## config.mk

```make
export PLATFORM = sky130hd
export DESIGN_NAME = hatch_seq_flat
export DESIGN_NICKNAME = d
export VERILOG_FILES = /design/src/rtl/hatch_seq_pkg.sv /design/src/rtl/hatch_seq_if.sv /design/src/rtl/hatch_seq_sec_prescaler.sv /design/src/rtl/hatch_seq.sv /design/src/flat_wrapper.sv
export SDC_FILE = /design/constraint.sdc
export NUM_CORES = 1
export LEC_CHECK = 0
export ABC_CLOCK_PERIOD_IN_PS = 4400
export BUFFER_PORTS_ARGS = -buffer_cell sky130_fd_sc_hd__buf_4
export CAP_MARGIN = 10
export CORE_MARGIN = 3
export CORE_UTILIZATION = 48
export DETAILED_ROUTE_END_ITERATION = 10
export GPL_ROUTABILITY_DRIVEN = 0
export GPL_TIMING_DRIVEN = 0
export PLACE_DENSITY = 0.66
export SETUP_SLACK_MARGIN = 0.02
export SKIP_LAST_GASP = 1
export SYNTH_ARGS = -nofsm -noshare
export SYNTH_HDL_FRONTEND = slang
export SYNTH_SLANG_ARGS = --single-unit
```

## constraint.sdc

```tcl
create_clock -name clk -period 4.4 [get_ports clk]
set_input_delay 0.88 -clock clk [delete_from_list [all_inputs] [get_ports clk]]
set_output_delay 0.88 -clock clk [all_outputs]
set_load 0.005 [all_outputs]
```

## src/rtl/hatch_seq_pkg.sv

```systemverilog
// Shared constants and state encoding for the hatch sequencer and the matrix display driver.
package hatch_seq_pkg;

   localparam int LAST_FRAME = 11;
   localparam int BLANK_NUM  = 15;
   localparam int NUM_W      = 4;

   typedef enum logic [1:0] {
      S_IDLE     = 2'd0,
      S_INCUBATE = 2'd1,
      S_DONE     = 2'd2,
      S_FAIL     = 2'd3
   } state_e;

   // Counter width large enough to hold the larger of two second-counts.
   function automatic int cnt_w(input int a, input int b);
      int m;
      m = (a > b) ? a : b;
      return (m < 1) ? 1 : $clog2(m + 1);
   endfunction

endpackage

```

## src/rtl/hatch_seq_if.sv

```systemverilog
// Run/temperature inputs and frame/status outputs of the hatch sequencer.
interface hatch_seq_if;
   import hatch_seq_pkg::*;

   logic             st;
   logic             temp;
   logic [NUM_W-1:0] num;
   logic             busy;
   logic             hatched;
   logic             fail;

   modport master (output st, temp, input num, busy, hatched, fail);
   modport slave  (input st, temp, output num, busy, hatched, fail);

endinterface

```

## src/rtl/hatch_seq_sec_prescaler.sv

```systemverilog
// Divides the scan clock down to a one-cycle seconds tick; clr holds the count at zero.
module sec_prescaler #(
   parameter int CLK_HZ = 1000
) (
   input  logic clk,
   input  logic clr_i,
   output logic tick_o
);

   localparam int PW = (CLK_HZ > 1) ? $clog2(CLK_HZ) : 1;

   logic [PW-1:0] presc_q;

   assign tick_o = (presc_q == PW'(CLK_HZ - 1));

   always_ff @(posedge clk) begin
      if (clr_i)       presc_q <= '0;
      else if (tick_o) presc_q <= '0;
      else             presc_q <= presc_q + 1'b1;
   end

endmodule

```

## src/rtl/hatch_seq.sv

```systemverilog
// Hatch-progress sequencer: steps display frames on accumulated warm seconds, fails on sustained cold.
module hatch_seq
   import hatch_seq_pkg::*;
#(
   parameter int CLK_HZ     = 1000,
   parameter int STAGE_SEC  = 3,
   parameter int FAIL_SEC   = 10,
   parameter int LAST_FRAME = hatch_seq_pkg::LAST_FRAME,
   parameter int BLANK_NUM  = hatch_seq_pkg::BLANK_NUM
) (
   input logic         clk,
   input logic         rst,
   hatch_seq_if.slave  bus
);

   localparam int CW = cnt_w(STAGE_SEC, FAIL_SEC);

   state_e           state_q;
   logic [NUM_W-1:0] num_q;
   logic [NUM_W-1:0] frame_q;
   logic [CW-1:0]    warm_q;
   logic [CW-1:0]    cold_q;
   logic             sec_tick;
   logic             presc_clr;

   // The prescaler only runs while incubating or blinking the done frames,
   // so every entry to INCUBATE starts a full second from zero.
   assign presc_clr = rst || !((state_q == S_INCUBATE) || (state_q == S_DONE));

   sec_prescaler #(.CLK_HZ(CLK_HZ)) u_presc (
      .clk    (clk),
      .clr_i  (presc_clr),
      .tick_o (sec_tick)
   );

   always_ff @(posedge clk) begin
      if (rst) begin
         state_q <= S_IDLE;
         num_q   <= '0;
         frame_q <= '0;
         warm_q  <= '0;
         cold_q  <= '0;
      end else if (state_q != S_IDLE && !bus.st) begin
         // Abort wins over any coincident tick.
         state_q <= S_IDLE;
         num_q   <= '0;
      end else begin
         unique case (state_q)
            S_IDLE: begin
               num_q <= '0;
               if (bus.st) begin
                  state_q <= S_INCUBATE;
                  frame_q <= '0;
                  warm_q  <= '0;
                  cold_q  <= '0;
               end
            end
            S_INCUBATE: begin
               if (sec_tick) begin
                  if (bus.temp) begin
                     cold_q <= '0;
                     if (warm_q == CW'(STAGE_SEC - 1)) begin
                        warm_q <= '0;
                        if (frame_q == NUM_W'(LAST_FRAME - 1)) begin
                           state_q <= S_DONE;
                           frame_q <= NUM_W'(LAST_FRAME);
                           num_q   <= NUM_W'(LAST_FRAME);
                        end else begin
                           frame_q <= frame_q + 1'b1;
                           num_q   <= frame_q + 1'b1;
                        end
                     end else begin
                        warm_q <= warm_q + 1'b1;
                     end
                  end else if (cold_q == CW'(FAIL_SEC - 1)) begin
                     state_q <= S_FAIL;
                     num_q   <= NUM_W'(BLANK_NUM);
                  end else begin
                     cold_q <= cold_q + 1'b1;
                  end
               end
            end
            S_DONE: begin
               if (sec_tick)
                  num_q <= (num_q == NUM_W'(LAST_FRAME)) ? NUM_W'(LAST_FRAME - 1)
                                                        : NUM_W'(LAST_FRAME);
            end
            S_FAIL: num_q <= NUM_W'(BLANK_NUM);
            default: state_q <= S_IDLE;
         endcase
      end
   end

   assign bus.num     = num_q;
   assign bus.busy    = (state_q == S_INCUBATE);
   assign bus.hatched = (state_q == S_DONE);
   assign bus.fail    = (state_q == S_FAIL);

endmodule

```

## src/flat_wrapper.sv

```systemverilog
// flat-port wrapper written by rule: the top's interface ports become plain ports
module hatch_seq_flat import hatch_seq_pkg::*;
#(
   parameter int CLK_HZ     = 1000,
   parameter int STAGE_SEC  = 3,
   parameter int FAIL_SEC   = 10,
   parameter int LAST_FRAME = hatch_seq_pkg::LAST_FRAME,
   parameter int BLANK_NUM  = hatch_seq_pkg::BLANK_NUM
)
  (clk, rst, bus_st, bus_temp, bus_num, bus_busy, bus_hatched, bus_fail);
  hatch_seq_if bus_i ();
  input logic clk;
  input logic rst;
  input wire logic [$bits(bus_i.st)-1:0] bus_st;
  input wire logic [$bits(bus_i.temp)-1:0] bus_temp;
  output wire logic [$bits(bus_i.num)-1:0] bus_num;
  output wire logic [$bits(bus_i.busy)-1:0] bus_busy;
  output wire logic [$bits(bus_i.hatched)-1:0] bus_hatched;
  output wire logic [$bits(bus_i.fail)-1:0] bus_fail;
  assign bus_i.st = bus_st;
  assign bus_i.temp = bus_temp;
  assign bus_num = bus_i.num;
  assign bus_busy = bus_i.busy;
  assign bus_hatched = bus_i.hatched;
  assign bus_fail = bus_i.fail;
  hatch_seq #(.CLK_HZ(CLK_HZ), .STAGE_SEC(STAGE_SEC), .FAIL_SEC(FAIL_SEC), .LAST_FRAME(LAST_FRAME), .BLANK_NUM(BLANK_NUM)) u_core (.clk(clk), .rst(rst), .bus(bus_i));
endmodule
```

==> metrics.yaml <==
critical_path:
  critical-path-slowest-cell: "dfxtp_1"
  path_delay_family: "flip-flops"
  crit_arrival_ns: 1.28
  worst-path-stages: 3
  path_buf_inv: 2
  worstPathMaxFanout: 9
  crit_chain: "inv_1, ha_1, buf_4"
  critPathKind: "flop to primary output"
  startpoint_type: "flop"
  slowest_delay_ns: 0.36
  cp.required_ns: 3.52
  end_kind: "primary output"
  ff2ff_path_depth: 6
detailed_routing:
  vias_per_cell: 5.78
  first_iter_violations: 114
  drt-pass1-iter-count: 4
  drc: 0
  postRouteWirelength_um: 3420
  ant_nets: 0
  vias: 1387
  wl_per_cell_um: 14.2
layout:
  register_area_um2: 561
  nets: 212
  area_growth_pct: 10.7
  antenna_cells: 0
  final_cells: 240
  drive_above_1_share_pct: 10.7
  fillers: 313
  multi_input_area_um2: 998
synth:
  syn_inst: 183
  synthFlopType: "dfxtp_1"
  syn_avg_cell_area_um2: 8.98
  yosysWarnings: 0
  synth_top_area_share_pct: 34.1
  synthTopCellsByArea: "dfxtp_1 34%, ha_1 8.4%, mux2i_1 4.3%"
  synth_cell_types: 50
  synth_edf_count: 0
  syn_area_mm2: 0.00164
  syn-num-nets: 198
  yosysTopAreaCell: "dfxtp_1"
  synth.ff_latch_count: 28
  seq_area_frac_synth_pct: 34.1
  async_flop_share_pct: 0
global_routing:
  grt_pass1_wl_um: 5820
  grt_start_max_net_pins: 17
  grt_pass1_vias: 1321
  antenna_found_initial: 0
  overflow: 0
  grt_usage_pct: 17.7
timing:
  finalHoldViolCount: 0
  tns_ns: 0
  maxSlewHeadroom_pct: 59.6
  final-setup-viol-count: 0
  clock_skew_ns: 0.00216
  hold_ws_ns: 0.485
  worst_pin_slew_ns: 0.598
  setup_ws_ns: 2.24
  layout_min_cycle_time_ns: 2.16
  rsz0062_at_grt: "no"
  post-route-period-util_pct: 49.0
  fmax_ghz: 0.464
  slew_violations: 0
floorplanning:
  rows: 20
  ioPinCount: 11
  die_x_um: 64.5
  die_h_um: 64.5
  die_area_mm2: 0.00416
  start_util_pct: 52.1
  core_mm2: 0.00315
hold_path:
  holdCritPathClass: "flop to flop"
  hold_depth: 1
job:
  cap_violations: 0
clock_tree:
  cts_resized: 0
  clock-sinks: 28
  clockBufferDepth: 2
  htreeDepth: 1
  root_buffer: "clkbuf_4"
  clk_pin_slew_ns: 0.15
  cts_made_buffers: 3
  postCtsSetupBuffers: 0
  cts_hold_buffers: 0
  cts_tree: "built"
  insertion_delay_ns: 0.33
placement:
  place_hpwl_um: 2700
  dpl.cell_count: 236
  dp_slack_ns: 2.07
  numPortBuffers: 9
power_and_ir_drop:
  p_per_area_mw_per_mm2: 308
  leakage_nw: 0.663
  ir_drop_mv: 0.153
run_status:
  outcome: "completed"
## power breakdown
part           internal (W)  switching [W]
registers          0.000261     0.00000602
logic             0.0000469      0.0000766
clock network     0.0000923      0.0000779
total              0.000400       0.000161
## state kept, by name, indices dropped and copies added, names as in the netlist
signal                  flops
u_core.frame_q              4
u_core.state_q              2
u_core.cold_q               4
u_core.bus.num              4
u_core.warm_q               4
u_core.u_presc.presc_q     10
## cell usage in the layout, fill, tap and decap left out, types with 3 or more instances in the layout
cell,synthesis,routed
or3_1,5,5
clkbuf_1,3,3
or4_1,4,4
mux2i_1,7,7
nand3b_1,3,3
nand2b_1,3,3
nor2_1,16,16
o21ai_0,8,8
o41ai_1,3,3
nand2_1,12,12
dfxtp_1,28,28
buf_4,0,9
inv_1,12,12
ha_1,11,11
a21oi_1,4,4
nand3_1,8,8
xnor2_1,3,3
clkbuf_4,0,3
nand4bb_1,3,3
xor2_1,5,5
nand4_1,3,3
## metrics by stage
stage | total power (W) | util [%] | area, um^2
floorplan | 0.000363 | - | 1640
global placement | 0.000391 | 56.0 | 1770
detailed placement | 0.000395 | 56.0 | 1770
CTS | 0.000566 | 57.7 | 1820
global route | 0.000588 | 57.7 | 1820
finish | 0.000560 | 57.7 | 1820
## synth_stat cells, types with 4 or more instances
master    n
or4_1     4
nor2_1   16
xor2_1    5
mux2i_1   7
nand3_1   8
or3_1     5
ha_1     11
nand2_1  12
inv_1    12
a21oi_1   4
dfxtp_1  28
o21ai_0   8
## cell type report
type / count / share of cell area [%]
clock buffers: 3 / 1.24
inverters: 12 / 2.48
well taps: 44 / 3.03
plain buffers: 6 / 2.13
multi-input cells: 137 / 54.9
flip-flops and latches: 28 / 30.8
repair buffers: 9 / 3.72
clock inverters: 1 / 1.65
## per-layer routing
metal / share of wire (%) / vias to the layer above / global-route usage (%)
li1: - / 707 / -
met1: 46 / 646 / 22.4
met2: 47 / 25 / 29.3
met3: 4.1 / 9 / 3.12
met4: 2.4 / 0 / 7.65
met5: 0 / - / 0
## worst paths after layout
path	end	from	slack, ns
worst min register to register	u_core.u_presc.presc_q[0]	u_core.u_presc.presc_q[0]	0.48
worst max-delay path	bus_busy	u_core.state_q[1]	2.24
worst min-delay path	u_core.u_presc.presc_q[0]	u_core.u_presc.presc_q[0]	0.48
worst max register to register	u_core.state_q[0]	u_core.state_q[1]	2.29
## cell families after synthesis
| family | count (synthesis) | synth area share [%] |
|---|---|---|
| adders and majority gates | 11 | 8.38 |
| AOI/OAI and AO/OA | 41 | 19.6 |
| and+or+nand+nor | 70 | 24.3 |
| DFF | 28 | 34.1 |
| xor gates and xnor gates | 8 | 4.27 |
| muxes | 7 | 4.27 |
| buffers and inverters | 18 | 5.10 |
## worst register-to-register path, delay by kind of cell, from the launching register on
| family | cells | cell delay (ns) |
|---|---|---|
| and+or+nand+nor | 2 | 0.68 |
| buffers and inverters | 2 | 0.49 |
| muxes | 1 | 0.17 |
| adders and majority gates | 1 | 0.32 |
| DFF | 1 | 0.36 |
No activity file was read; power rests on OpenSTA's default activity.
